### src/rtl/acc_flag_timer_mc.sv
// Multi-channel accumulation-flag timer: each channel qualifies its accumulation result into a
// flag with a tick-counted assert delay, deassert delay and hold, plus OR/count summaries.
module acc_flag_timer_mc #(
    parameter int CH_NUM = 4,
    parameter int CNT_W  = 16
) (
    input  logic                          clk_i,
    input  logic                          rst_i,
    input  logic                          unit_tick_i,
    input  logic [CH_NUM-1:0]             ch_en_i,
    input  logic                          glitch_rej_i,
    input  logic [CH_NUM-1:0]             acc_result_i,
    input  logic [CNT_W-1:0]              acc_delay_i,
    input  logic [CNT_W-1:0]              acc_hold_i,
    output logic [CH_NUM-1:0]             acc_flag_o,
    output logic                          acc_flag_any_o,
    output logic [$clog2(CH_NUM+1)-1:0]   acc_flag_cnt_o
);

    localparam int CW = $clog2(CH_NUM + 1);

    typedef enum logic [2:0] {
        S_IDLE,
        S_ADLY,
        S_ACTIVE,
        S_DDLY,
        S_HOLD
    } state_t;

    state_t            state_q  [CH_NUM];
    state_t            state_nx [CH_NUM];
    logic [CNT_W-1:0]  cnt_q    [CH_NUM];
    logic [CNT_W-1:0]  cnt_nx   [CH_NUM];
    logic [CNT_W:0]    inc      [CH_NUM];
    logic [CNT_W-1:0]  cnt_sat  [CH_NUM];
    logic [CH_NUM-1:0] res_d;
    logic [CH_NUM-1:0] rise;
    logic [CH_NUM-1:0] fall;
    logic [CH_NUM-1:0] flag_nx;
    logic [CNT_W-1:0]  dly_eff;
    logic [CNT_W:0]    dly_lim;
    logic [CNT_W:0]    hold_lim;
    logic [CW-1:0]     cnt_sum;

    assign rise     = acc_result_i & ~res_d;
    assign fall     = ~acc_result_i & res_d;
    assign dly_eff  = (acc_delay_i == '0) ? {{(CNT_W-1){1'b0}}, 1'b1} : acc_delay_i;
    // One extra bit on the compare operands so cnt+1 can never wrap past the limit.
    assign dly_lim  = {1'b0, dly_eff};
    assign hold_lim = {1'b0, acc_hold_i};

    always_comb begin
        for (int n = 0; n < CH_NUM; n++) begin
            inc[n]      = {1'b0, cnt_q[n]} + {{CNT_W{1'b0}}, 1'b1};
            cnt_sat[n]  = inc[n][CNT_W] ? cnt_q[n] : inc[n][CNT_W-1:0];
            state_nx[n] = state_q[n];
            cnt_nx[n]   = cnt_q[n];
            flag_nx[n]  = acc_flag_o[n];
            case (state_q[n])
                S_IDLE: begin
                    flag_nx[n] = 1'b0;
                    if (rise[n]) begin
                        state_nx[n] = S_ADLY;
                        cnt_nx[n]   = '0;
                    end
                end
                S_ADLY: begin
                    if (fall[n] && glitch_rej_i) begin
                        state_nx[n] = S_IDLE;
                        cnt_nx[n]   = '0;
                        flag_nx[n]  = 1'b0;
                    end else if (unit_tick_i) begin
                        if (inc[n] >= dly_lim) begin
                            // A result that dropped during the delay goes straight into deassert.
                            state_nx[n] = acc_result_i[n] ? S_ACTIVE : S_DDLY;
                            cnt_nx[n]   = '0;
                            flag_nx[n]  = 1'b1;
                        end else begin
                            cnt_nx[n] = cnt_sat[n];
                        end
                    end
                end
                S_ACTIVE: begin
                    flag_nx[n] = 1'b1;
                    if (fall[n]) begin
                        state_nx[n] = S_DDLY;
                        cnt_nx[n]   = '0;
                    end
                end
                S_DDLY: begin
                    if (rise[n]) begin
                        state_nx[n] = S_ACTIVE;
                        cnt_nx[n]   = '0;
                    end else if (unit_tick_i) begin
                        if (inc[n] >= dly_lim) begin
                            cnt_nx[n] = '0;
                            if (acc_hold_i == '0) begin
                                state_nx[n] = S_IDLE;
                                flag_nx[n]  = 1'b0;
                            end else begin
                                state_nx[n] = S_HOLD;
                            end
                        end else begin
                            cnt_nx[n] = cnt_sat[n];
                        end
                    end
                end
                S_HOLD: begin
                    if (rise[n]) begin
                        state_nx[n] = S_ACTIVE;
                        cnt_nx[n]   = '0;
                    end else if (unit_tick_i) begin
                        if (inc[n] >= hold_lim) begin
                            state_nx[n] = S_IDLE;
                            cnt_nx[n]   = '0;
                            flag_nx[n]  = 1'b0;
                        end else begin
                            cnt_nx[n] = cnt_sat[n];
                        end
                    end
                end
                default: begin
                    state_nx[n] = S_IDLE;
                    cnt_nx[n]   = '0;
                    flag_nx[n]  = 1'b0;
                end
            endcase
            if (!ch_en_i[n]) begin
                state_nx[n] = S_IDLE;
                cnt_nx[n]   = '0;
                flag_nx[n]  = 1'b0;
            end
        end
    end

    always_comb begin
        cnt_sum = '0;
        for (int n = 0; n < CH_NUM; n++) begin
            cnt_sum = cnt_sum + CW'(flag_nx[n]);
        end
    end

    always_ff @(posedge clk_i or posedge rst_i) begin
        if (rst_i) begin
            res_d          <= '0;
            acc_flag_o     <= '0;
            acc_flag_any_o <= 1'b0;
            acc_flag_cnt_o <= '0;
            for (int n = 0; n < CH_NUM; n++) begin
                state_q[n] <= S_IDLE;
                cnt_q[n]   <= '0;
            end
        end else begin
            res_d          <= acc_result_i;
            acc_flag_o     <= flag_nx;
            acc_flag_any_o <= |flag_nx;
            acc_flag_cnt_o <= cnt_sum;
            for (int n = 0; n < CH_NUM; n++) begin
                state_q[n] <= state_nx[n];
                cnt_q[n]   <= cnt_nx[n];
            end
        end
    end

endmodule

### config.mk
export PLATFORM = sky130hd
export DESIGN_NAME = acc_flag_timer_mc
export DESIGN_NICKNAME = d
export VERILOG_FILES = /design/src/rtl/acc_flag_timer_mc.sv
export SDC_FILE = /design/constraint.sdc
export NUM_CORES = 1
export LEC_CHECK = 0
export CAP_MARGIN = 30
export CORE_ASPECT_RATIO = 0.9
export CORE_MARGIN = 5
export CORE_UTILIZATION = 30
export DETAILED_ROUTE_END_ITERATION = 7
export PLACE_DENSITY = 0.51
export REMOVE_ABC_BUFFERS = 1
export SLEW_MARGIN = 20
export SYNTH_ARGS = -nofsm -noshare
export SYNTH_HDL_FRONTEND = slang
export SYNTH_SLANG_ARGS = --single-unit
### constraint.sdc
create_clock -name clk_i -period 5.1 [get_ports clk_i]
set_input_delay 0.765 -clock clk_i [delete_from_list [all_inputs] [get_ports clk_i]]
set_output_delay 0.765 -clock clk_i [all_outputs]
set_load 0.05 [all_outputs]
# [Word-level counts from Yosys, hierarchy flattened]
# Index checks and enable logic that the tools add are counted.
[op_classes] mux=154 n_reduce_logical=19 bitwise_logic=4 n_eq_ne=48 order_cmp=8 addsub=7
[ops] cell="$mux 16" n=45
[ops] cell="$pmux 16 s5" n=4
[ops] cell="$mux 3" n=49
[ops] cell="$ge 17x16->1" n=8
[ops] cell="$ne 4x4->1 const B" n=24
[ops] cell="$add 16x1->17 const B" n=4
[ops] cell="$pmux 3 s5" n=4
[ops] cell="$mux 1" n=48
[ops] cell="$logic_not 16->1" n=2
[ops] cell="$reduce_and 8->1" n=4
[ops] cell="$eq 3x2->1 const B" n=8
[ops] cell="$ne 3x3->1 const B" n=8
[ops] cell="$pmux 1 s4" n=4
[ops] cell="$eq 3x1->1 const B" n=4
[ops] cell="$eq 3x3->1 const B" n=4
[ops] cell="$logic_not 3->1" n=4
[ops] cell="$reduce_and 3->1" n=4
[ops] cell="$and 4x4->4" n=2
[ops] cell="$not 4->4" n=2
[ops] cell="$logic_and 1x1->1" n=4
[ops] cell="$reduce_or 4->1" n=1
[ops] cell="$add 2x1->3" n=1
[ops] cell="$add 3x1->3" n=1
[ops] cell="$add 1x1->2" n=1
[word_totals] in_bits=44 reg_bits=88 elab_cells=252 output_inout_bits=8

# [Longest topological paths before layout]
# Gate-level depths: netlist of run 1.
[logic_depth] ltp_word=11 mapped_depth=18 mapped_depth_nobuf=17

# [Least setup slack after synthesis of run 1]
# No wires, ideal clock.
[synth_path] path_kind="register -> register" start="register cnt_q[48] (netlist bit)" end="register acc_flag_cnt_o[1]" t_required_ns=4.974 path_buffers=0 setup_ns=0.126 period_less_slack_ns=4.490 t_arrival_ns=4.364 stages_incl_launch_ff=16 slack_ns=0.610 path_cell_list="dfrtp_1 ha_1 nand2_1 or4_2 nor3_2 xnor2_1 ha_1 nand3_1 or4_1 o211ai_4 o221ai_1 o2bb2ai_1 o2bb2ai_1 fa_1 ha_1 ha_1"
[synth_via] elab_chain_len=10 elab_cells_between_ends=17 classes_between="add/sub: 4; order compare: 2; mux: 11"
[synth_lines] element="start, declared" line_no="32" rtl="logic [CNT_W-1:0] cnt_q [CH_NUM];"
[synth_lines] element="start signal, assigned by index" line_no="160" rtl="cnt_q[n] <= cnt_nx[n];"
[synth_lines] element="$add 16x1->17 *" line_no="54" rtl="inc[n] = {1'b0, cnt_q[n]} + {{CNT_W{1'b0}}, 1'b1};"
[synth_lines] element="$ge 17x16->1, on equally long branches" line_no="113, 73, 95"
[synth_lines] element="$mux 1, on equally long branches" line_no="113, 73, 95"
[synth_lines] element="$mux 1, on equally long branches" line_no="112, 72, 94"
[synth_lines] element="$mux 1, on equally long branches" line_no="109, 68, 91"
[synth_lines] element="$pmux 1 s4 *" line_no="59" rtl="case (state_q[n])"
[synth_lines] element="$mux 1 *" line_no="128" rtl="if (!ch_en_i[n]) begin"
[synth_lines] element="named net flag_nx[0]" line_no="39" rtl="logic [CH_NUM-1:0] flag_nx;"
[synth_lines] element="$add 1x1->2 *" line_no="139" rtl="cnt_sum = cnt_sum + CW'(flag_nx[n]);"
[synth_lines] element="$add 2x1->3 *" line_no="139"
[synth_lines] element="$add 3x1->3 *" line_no="139"
[synth_lines] element="named net cnt_sum[1]" line_no="43" rtl="logic [CW-1:0] cnt_sum;"
[synth_lines] element="end signal, assigned" line_no="157" rtl="acc_flag_cnt_o <= cnt_sum;"
[synth_lines] element="end, declared" line_no="17" rtl="output logic [$clog2(CH_NUM+1)-1:0] acc_flag_cnt_o"
# The timed path passes the listed nets; every way through them passes the cells marked *.
# A chain may end at the register's enable or synchronous reset.

# [Worst setup path in the final report of run 1]
[layout_path] start="register cnt_q[49] (netlist bit)" end="register acc_flag_cnt_o[1]"
# Same word-level chain as after synthesis.

==> parameters.txt, run 1 <==
Parameter                              Value

Hold path
  End of the worst hold path ... cnt_q[47]
  Cell count of the worst hold path ... 2
  Path class of the lowest-slack min-delay path ... reg -> reg
  Worst Hold Launch ... cnt_q[47]

Clocking
  Number of H-tree levels ... 3
  Skew-Pair Late Insertion Delay ... 0.36 ns
  TritonCTS sink count ... 88
  Number of setup buffers added after CTS ... 0
  CTS tree ... yes
  Deepest clock path buffer count ... 2
  Clk Tree Root Cell ... sky130_fd_sc_hd__clkbuf_16
  Number of clock buffers inserted by TritonCTS ... 9
  Clock transition at the registers of the reported paths ... 0.07 ns

Setup path
  Data required time of the worst path ... 5.34 ns
  Flop-to-flop setup slack ... 0.28 ns
  Element type at the critical path end ... flip-flop
  Endpoint of the worst-slack reg-to-reg timing path ... acc_flag_cnt_o[1]
  Kind of start point of the critical path ... flip-flop
  Worst R2R Start ... cnt_q[49]
  Largest driver fanout on the critical path ... 6
  Crit path kind ... reg -> reg
  Logic depth of the worst register-to-register path ... 15
  Data arrival time of the critical path ... 5.06 ns

Drt
  Detailed-route wire length per cell ... 19.34 µm
  Post-DRT Antenna Nets ... 0
  Drc violations ... 0
  Overall via count from detail_route ... 9119
  Avg Vias per Cell ... 5.571
  Drt total wl ... 31650 µm
  Detailed-router iteration count before antenna repair ... 5
  Iteration-0 DRC count of the detailed router ... 577

Yosys
  Number of synthesized register bits ... 88
  Fraction of registers with async set or reset after synthesis ... 1.000
  Portion of the post-synthesis area used by sequential elements ... 0.2296
  Biggest area contributors in the synthesized netlist ... sky130_fd_sc_hd__dfrtp_1 (23%), sky130_fd_sc_hd__ha_1 (18%), sky130_fd_sc_hd__nand2_1 (4.3%), sky130_fd_sc_hd__o21ai_0 (4.1%), sky130_fd_sc_hd__a21oi_1 (3.8%)
  Most common flop cell mapped by yosys ... sky130_fd_sc_hd__dfrtp_1
  Yosys top cell area share ... 0.2296
  Synthesized area per cell ... 8.189 µm²
  Number of enable-type register cells in the synthesized netlist ... 0
  Commonest cells post-synth ... sky130_fd_sc_hd__ha_1 (135), sky130_fd_sc_hd__nand2_1 (111), sky130_fd_sc_hd__dfrtp_1 (88), sky130_fd_sc_hd__o21ai_0 (79), sky130_fd_sc_hd__a21oi_1 (72)
  Number of synthesis warnings ... 0
  Combined area of all synthesized cells ... 9589 µm²
  Yosys cell types ... 87
  Most repeated cell in the gate-level netlist after synthesis ... sky130_fd_sc_hd__ha_1
  Library cell occupying the most area in the post-synthesis netlist ... sky130_fd_sc_hd__dfrtp_1
  Cells after synthesis ... 1171

Place
  Final GP Congestion ... 0.8714
  Half-perimeter wire length of the detailed placement result ... 24800 µm
  Total placed cells including tap cells ... 1622
  IO buf count ... 51

Power and ir drop
  Clock group share of total power ... 0.323
  Part of the power in registers ... 0.336
  Sum of internal, switching and leakage power ... 2.381 mW
  VDD IR-drop max ... 0.1519 mV
  Design internal power ... 1.493 mW
  Fraction of power spent switching nets ... 0.3729
  Leakage ... 4.991 nW
  Combinational share of power ... 0.342
  Pwr per Cell Area ... 216.6 nW/µm²
  Sw power ... 887.9 µW

Floorplan
  Y dimension of the die ... 179.6 µm
  I/O pin cnt ... 52
  Die width ... 198.5 µm
  Placeable core area ... 31730 µm²
  Number of standard-cell rows in the floorplan ... 62
  Full die area ... 35640 µm²
  Effective utilization at floorplan ... 0.3022

Timing
  Worst-case clock skew ... 0.01242 ns
  Hold Fails Final Rpt ... 0
  Normalized max-slew margin ... 0.3806
  Post-route fraction of the period consumed by the critical path ... 0.9455
  Final-report setup violation count ... 0
  Post-layout minimum cycle time ... 4.822 ns
  Final-layout setup total negative slack ... 0 ns
  Unrepaired setup endpoints after global routing ... no
  Final Max Tran Viols ... 0
  Fmax ... 0.2074 GHz
  Actual transition at the worst max-transition pin ... 0.9230 ns

Cells and area
  Number of inserted filler cells in the final layout ... 3273
  Util after Layout ... 0.3465
  Ratio of cells with drive above 1 in the final layout ... 0.07043
  Number of diodes added for antenna fixing ... 0
  Relative area change from synthesis to final layout ... 14.65%
  Final-stage net count ... 1397
  Final cell count without fillers ... 1637

Flow run
  Max-cap violation count ... 0

Outcome
  Outcome ... complete, no violations

Global route
  Vias in the first global route ... 8914
  First-pass GRT wire length ... 50720 µm
  GR Overflow Total ... 0
  Maximum number of pins on one net before global-route repair ... 50
  Number of antenna violations at the first check in global routing ... 0
  Global-route usage over all layers ... 0.1774
==> state kept, by name, summed over array words and instances, names as in the netlist <==
name and count:
acc_flag_any_o 1, res_d 4, acc_flag_cnt_o 3, cnt_q 64
acc_flag_o 4, state_q 12
==> worst max path at each step <==
stage	start	to	cells after the start
6_report	cnt_q[49]	acc_flag_cnt_o[1]	15
5_1_grt	cnt_q[49]	acc_flag_cnt_o[1]	15
4_1_cts	cnt_q[0]	acc_flag_cnt_o[1]	16
3_5_place_dp	cnt_q[0]	acc_flag_cnt_o[1]	16
3_3_place_gp	cnt_q[0]	acc_flag_cnt_o[1]	16
2_1_floorplan	cnt_q[48]	acc_flag_cnt_o[1]	15
==> metal layers <==
metal | vias up | global-route usage | share of wire
li1 | 4487 | - | -
met1 | 4426 | 0.2651 | 0.50
met2 | 192 | 0.2784 | 0.45
met3 | 14 | 0.02303 | 0.041
met4 | 0 | 0.02845 | 0.0087
met5 | - | 0 | 0
==> repair_timing <==
item,CTS,global route
resized for setup,0,5
endpoints found under the setup margin,0,2
hold buffers,0,0
==> cells in the final DEF (no fill, tap or decap), drive strengths merged, types with 28 or more instances in the layout <==
cell,count
a21oi,74
buf,28
clkdlybuf4s50,51
dfrtp,88
ha,135
inv,69
nand2,111
nand3,58
nand4,29
nor2,66
o21ai,84
xnor2,38
==> cells by family (layout without fill, tap and decap cells) <==
kind of cell,after synthesis,after routing,share of synthesized area
AO/OA/AOI/OAI,357,357,0.2542
XOR/XNOR,58,58,0.05298
adder cells (fa/ha/maj),136,136,0.1782
AND/OR/NAND/NOR,416,416,0.2342
flip-flops,88,88,0.2296
multiplexers,3,3,0.003132
buffers and inverters,113,163,0.04762
==> power by group through the flow <==
stage,sequential (mW),combinational [mW],clock (mW)
2_1_floorplan,0.829,0.480,0
3_3_place_gp,0.816,0.803,0
3_5_place_dp,0.813,0.805,0
4_1_cts,0.799,0.809,0.790
5_1_grt,0.808,0.897,0.815
6_report,0.800,0.813,0.768
==> layout make-up <==
type / instances / area [µm²] / area share
Multi-Input combinational cell: 970 / 6959 / 0.6330
Sequential cell: 88 / 2202 / 0.2003
Timing Repair Buffer: 79 / 720.7 / 0.06555
Tap cell: 416 / 520.5 / 0.04734
Inverter: 69 / 261.5 / 0.02379
Clock buffer: 11 / 252.7 / 0.02299
Clock inverter: 4 / 77.57 / 0.007056
==> metrics by stage <==
stage / setup WS, ns / cell area (µm²) / hold WS [ns]
after floorplan: 0.5978 / 9392 / 0.4498
after global placement: 0.1882 / 10630 / 0.4865
after detailed placement: 0.2295 / 10640 / 0.4872
after CTS: 0.1935 / 10970 / 0.5040
after global routing: 0.002917 / 10990 / 0.5390
final: 0.2778 / 10990 / 0.4971
==> critical path, stage by stage (launching register included) <==
cell                        delay, ns
sky130_fd_sc_hd__dfrtp_1         0.41
sky130_fd_sc_hd__ha_1            0.30
sky130_fd_sc_hd__nand2_1         0.15
sky130_fd_sc_hd__or4_2           0.69
sky130_fd_sc_hd__nor3_2          0.27
sky130_fd_sc_hd__xnor2_1         0.19
sky130_fd_sc_hd__ha_1            0.38
sky130_fd_sc_hd__nand3_1         0.08
sky130_fd_sc_hd__or4_1           0.57
sky130_fd_sc_hd__o211ai_4        0.24
sky130_fd_sc_hd__o221ai_1        0.16
sky130_fd_sc_hd__o2bb2ai_1       0.16
sky130_fd_sc_hd__o2bb2ai_1       0.17
sky130_fd_sc_hd__fa_1            0.49
sky130_fd_sc_hd__ha_1            0.19
sky130_fd_sc_hd__ha_1            0.27
Power figures use the tool's default switching activity.
==> inputs of run 2 (changes only) <==
SLEW_MARGIN = 10   (was 20)
==> run 2 against run 1 <==
Routed wire length stayed put. Global-route usage hardly changed. Critical path depth did not move. Worst hold slack improved by 0.0050 ns. Non-clock buffer count did not move. First-iteration DRC count up 31%. Clock skew rose by 0.0037 ns. Critical path type unchanged. Die area unchanged. Cell count about the same. Clock-buffer cell count shrank 2. Highest routed layer unchanged. Critical endpoint unchanged. Register-to-register slack lost 0.04 ns. Maximum frequency shrank 0.77%.
==> parameters.txt, run 2 (same netlist as run 1, synthesis figures left out) <==
Parameter                              Value

Outcome
  Outcome ... complete, no violations

Power and ir drop
  VDD IR-drop max ... 0.1576 mV
  Pwr per Cell Area ... 212.0 nW/µm²
  Sum of internal, switching and leakage power ... 2.327 mW
  Leakage ... 4.969 nW

Global route
  Vias in the first global route ... 8889
  First-pass GRT wire length ... 50360 µm
  Maximum number of pins on one net before global-route repair ... 50
  Global-route usage over all layers ... 0.1771
  Number of antenna violations at the first check in global routing ... 1
  GR Overflow Total ... 0

Place
  Half-perimeter wire length of the detailed placement result ... 24780 µm
  Total placed cells including tap cells ... 1622
  IO buf count ... 51
  Final GP Congestion ... 0.8714

Setup path
  Data required time of the worst path ... 5.36 ns
  Largest driver fanout on the critical path ... 6
  Flop-to-flop setup slack ... 0.24 ns
  Worst setup startpoint ... cnt_q[49]
  Worst R2R Start ... cnt_q[49]
  Timing endpoint of the critical path ... acc_flag_cnt_o[1]
  Element type at the critical path end ... flip-flop
  Crit path kind ... reg -> reg
  Kind of start point of the critical path ... flip-flop
  Logic depth of the worst register-to-register path ... 15
  Endpoint of the worst-slack reg-to-reg timing path ... acc_flag_cnt_o[1]
  Data arrival time of the critical path ... 5.12 ns

Cells and area
  Top register by number of flip-flops ... cnt_q
  Largest registers ranked by flip-flop count ... cnt_q x64, state_q x12
  Max FFs per register ... 64
  Number of inserted filler cells in the final layout ... 3255
  Ratio of cells with drive above 1 in the final layout ... 0.07365
  Final-stage net count ... 1397
  Util after Layout ... 0.3460
  Number of diodes added for antenna fixing ... 0
  Final cell count without fillers ... 1638
  Most common library cell in the layout ignoring fill and taps ... sky130_fd_sc_hd__ha_1
  Commonest cells after routing, fill and taps aside ... sky130_fd_sc_hd__ha_1 (135), sky130_fd_sc_hd__nand2_1 (111), sky130_fd_sc_hd__dfrtp_1 (87), sky130_fd_sc_hd__o21ai_0 (79), sky130_fd_sc_hd__a21oi_1 (72)
  Relative area change from synthesis to final layout ... 14.47%

Floorplan
  Number of standard-cell rows in the floorplan ... 62
  Full die area ... 35640 µm²
  Die width ... 198.5 µm
  Placeable core area ... 31730 µm²
  I/O pin cnt ... 52
  Effective utilization at floorplan ... 0.3022
  Y dimension of the die ... 179.6 µm

Drt
  Drc violations ... 0
  Post-DRT Antenna Nets ... 0
  Drt total wl ... 31650 µm
  Iteration-0 DRC count of the detailed router ... 758
  Detailed-router iteration count before antenna repair ... 5
  Overall via count from detail_route ... 9195
  Detailed-route wire length per cell ... 19.32 µm
  Avg Vias per Cell ... 5.614

Clocking
  Number of H-tree levels ... 3
  CTS tree ... yes
  TritonCTS sink count ... 88
  Clock transition at the registers of the reported paths ... 0.08 ns
  Skew-Pair Late Insertion Delay ... 0.37 ns
  CTS Hold Buffers Added ... 0
  Clk Tree Root Cell ... sky130_fd_sc_hd__clkbuf_16
  Number of instances resized during post-cts repair ... 0
  Deepest clock path buffer count ... 2
  Number of clock buffers inserted by TritonCTS ... 9
  Number of setup buffers added after CTS ... 0

Timing
  Hold WS ... 0.5021 ns
  Final-report setup violation count ... 0
  Final Max Tran Viols ... 0
  Final-layout setup total negative slack ... 0 ns
  Unrepaired setup endpoints after global routing ... no
  Hold Fails Final Rpt ... 0
  Post-layout minimum cycle time ... 4.859 ns
  Worst-case clock skew ... 0.01614 ns
  Actual transition at the worst max-transition pin ... 0.8946 ns
  Normalized max-slew margin ... 0.3996
  Fmax ... 0.2058 GHz
  Post-route fraction of the period consumed by the critical path ... 0.9528

Hold path
  Path class of the lowest-slack min-delay path ... reg -> reg

Flow run
  Max-cap violation count ... 0
## run 2: per-layer routing
layer  global-route usage  vias to the layer above  wire (µm)
li1                     -                     4485          -
met1               0.2628                     4437      15570
met2               0.2708                      245      13970
met3              0.02770                       28       1554
met4              0.04021                        0        554
met5                    0                        -          0
## run 2: cell type report
cell class / count / area [µm²] / area share
multi-input cells: 970 / 6965 / 0.6346
flip-flops and latches: 88 / 2203 / 0.2007
repair buffers: 79 / 720.7 / 0.06566
well taps: 416 / 520.5 / 0.04742
inverters: 69 / 261.5 / 0.02382
clock buffers: 9 / 225.2 / 0.02052
clock inverters: 7 / 80.08 / 0.007295
## run 2: worst max-delay path: stages, from the launching register on
cell and delay, ns:
sky130_fd_sc_hd__dfrtp_1 0.42, sky130_fd_sc_hd__ha_1 0.30, sky130_fd_sc_hd__nand2_1 0.15, sky130_fd_sc_hd__or4_2 0.69, sky130_fd_sc_hd__nor3_2 0.28, sky130_fd_sc_hd__xnor2_1 0.20
sky130_fd_sc_hd__ha_1 0.37, sky130_fd_sc_hd__nand3_1 0.08, sky130_fd_sc_hd__or4_1 0.57, sky130_fd_sc_hd__o211ai_4 0.24, sky130_fd_sc_hd__o221ai_1 0.16, sky130_fd_sc_hd__o2bb2ai_1 0.16
sky130_fd_sc_hd__o2bb2ai_1 0.17, sky130_fd_sc_hd__fa_1 0.50, sky130_fd_sc_hd__ha_1 0.20, sky130_fd_sc_hd__ha_1 0.27
## run 2: where the power goes
part           switching, mW  internal [mW]  leakage, nW
combinational          0.506          0.302         3.62
clock                  0.332          0.386        0.143
sequential            0.0686          0.733         1.21
## run 2: worst min-delay path by stage
| stage | from | to | slack (ns) | cells after the start |
|---|---|---|---|---|
| after global placement | cnt_q[47] | cnt_q[47] | 0.49 | 2 |
| after CTS | cnt_q[47] | cnt_q[47] | 0.50 | 2 |
| after global routing | cnt_q[33] | cnt_q[33] | 0.55 | 2 |
| final | cnt_q[47] | cnt_q[47] | 0.50 | 2 |
| after detailed placement | cnt_q[47] | cnt_q[47] | 0.49 | 2 |
| after floorplan | cnt_q[47] | cnt_q[47] | 0.45 | 2 |
## run 2: through the flow
step           instance area [µm²]  worst slack, ns
2_1_floorplan                 9392           0.5978
3_3_place_gp                 10630           0.1882
3_5_place_dp                 10640           0.2512
4_1_cts                      10940           0.2026
5_1_grt                      10980         0.008803
6_report                     10980           0.2405
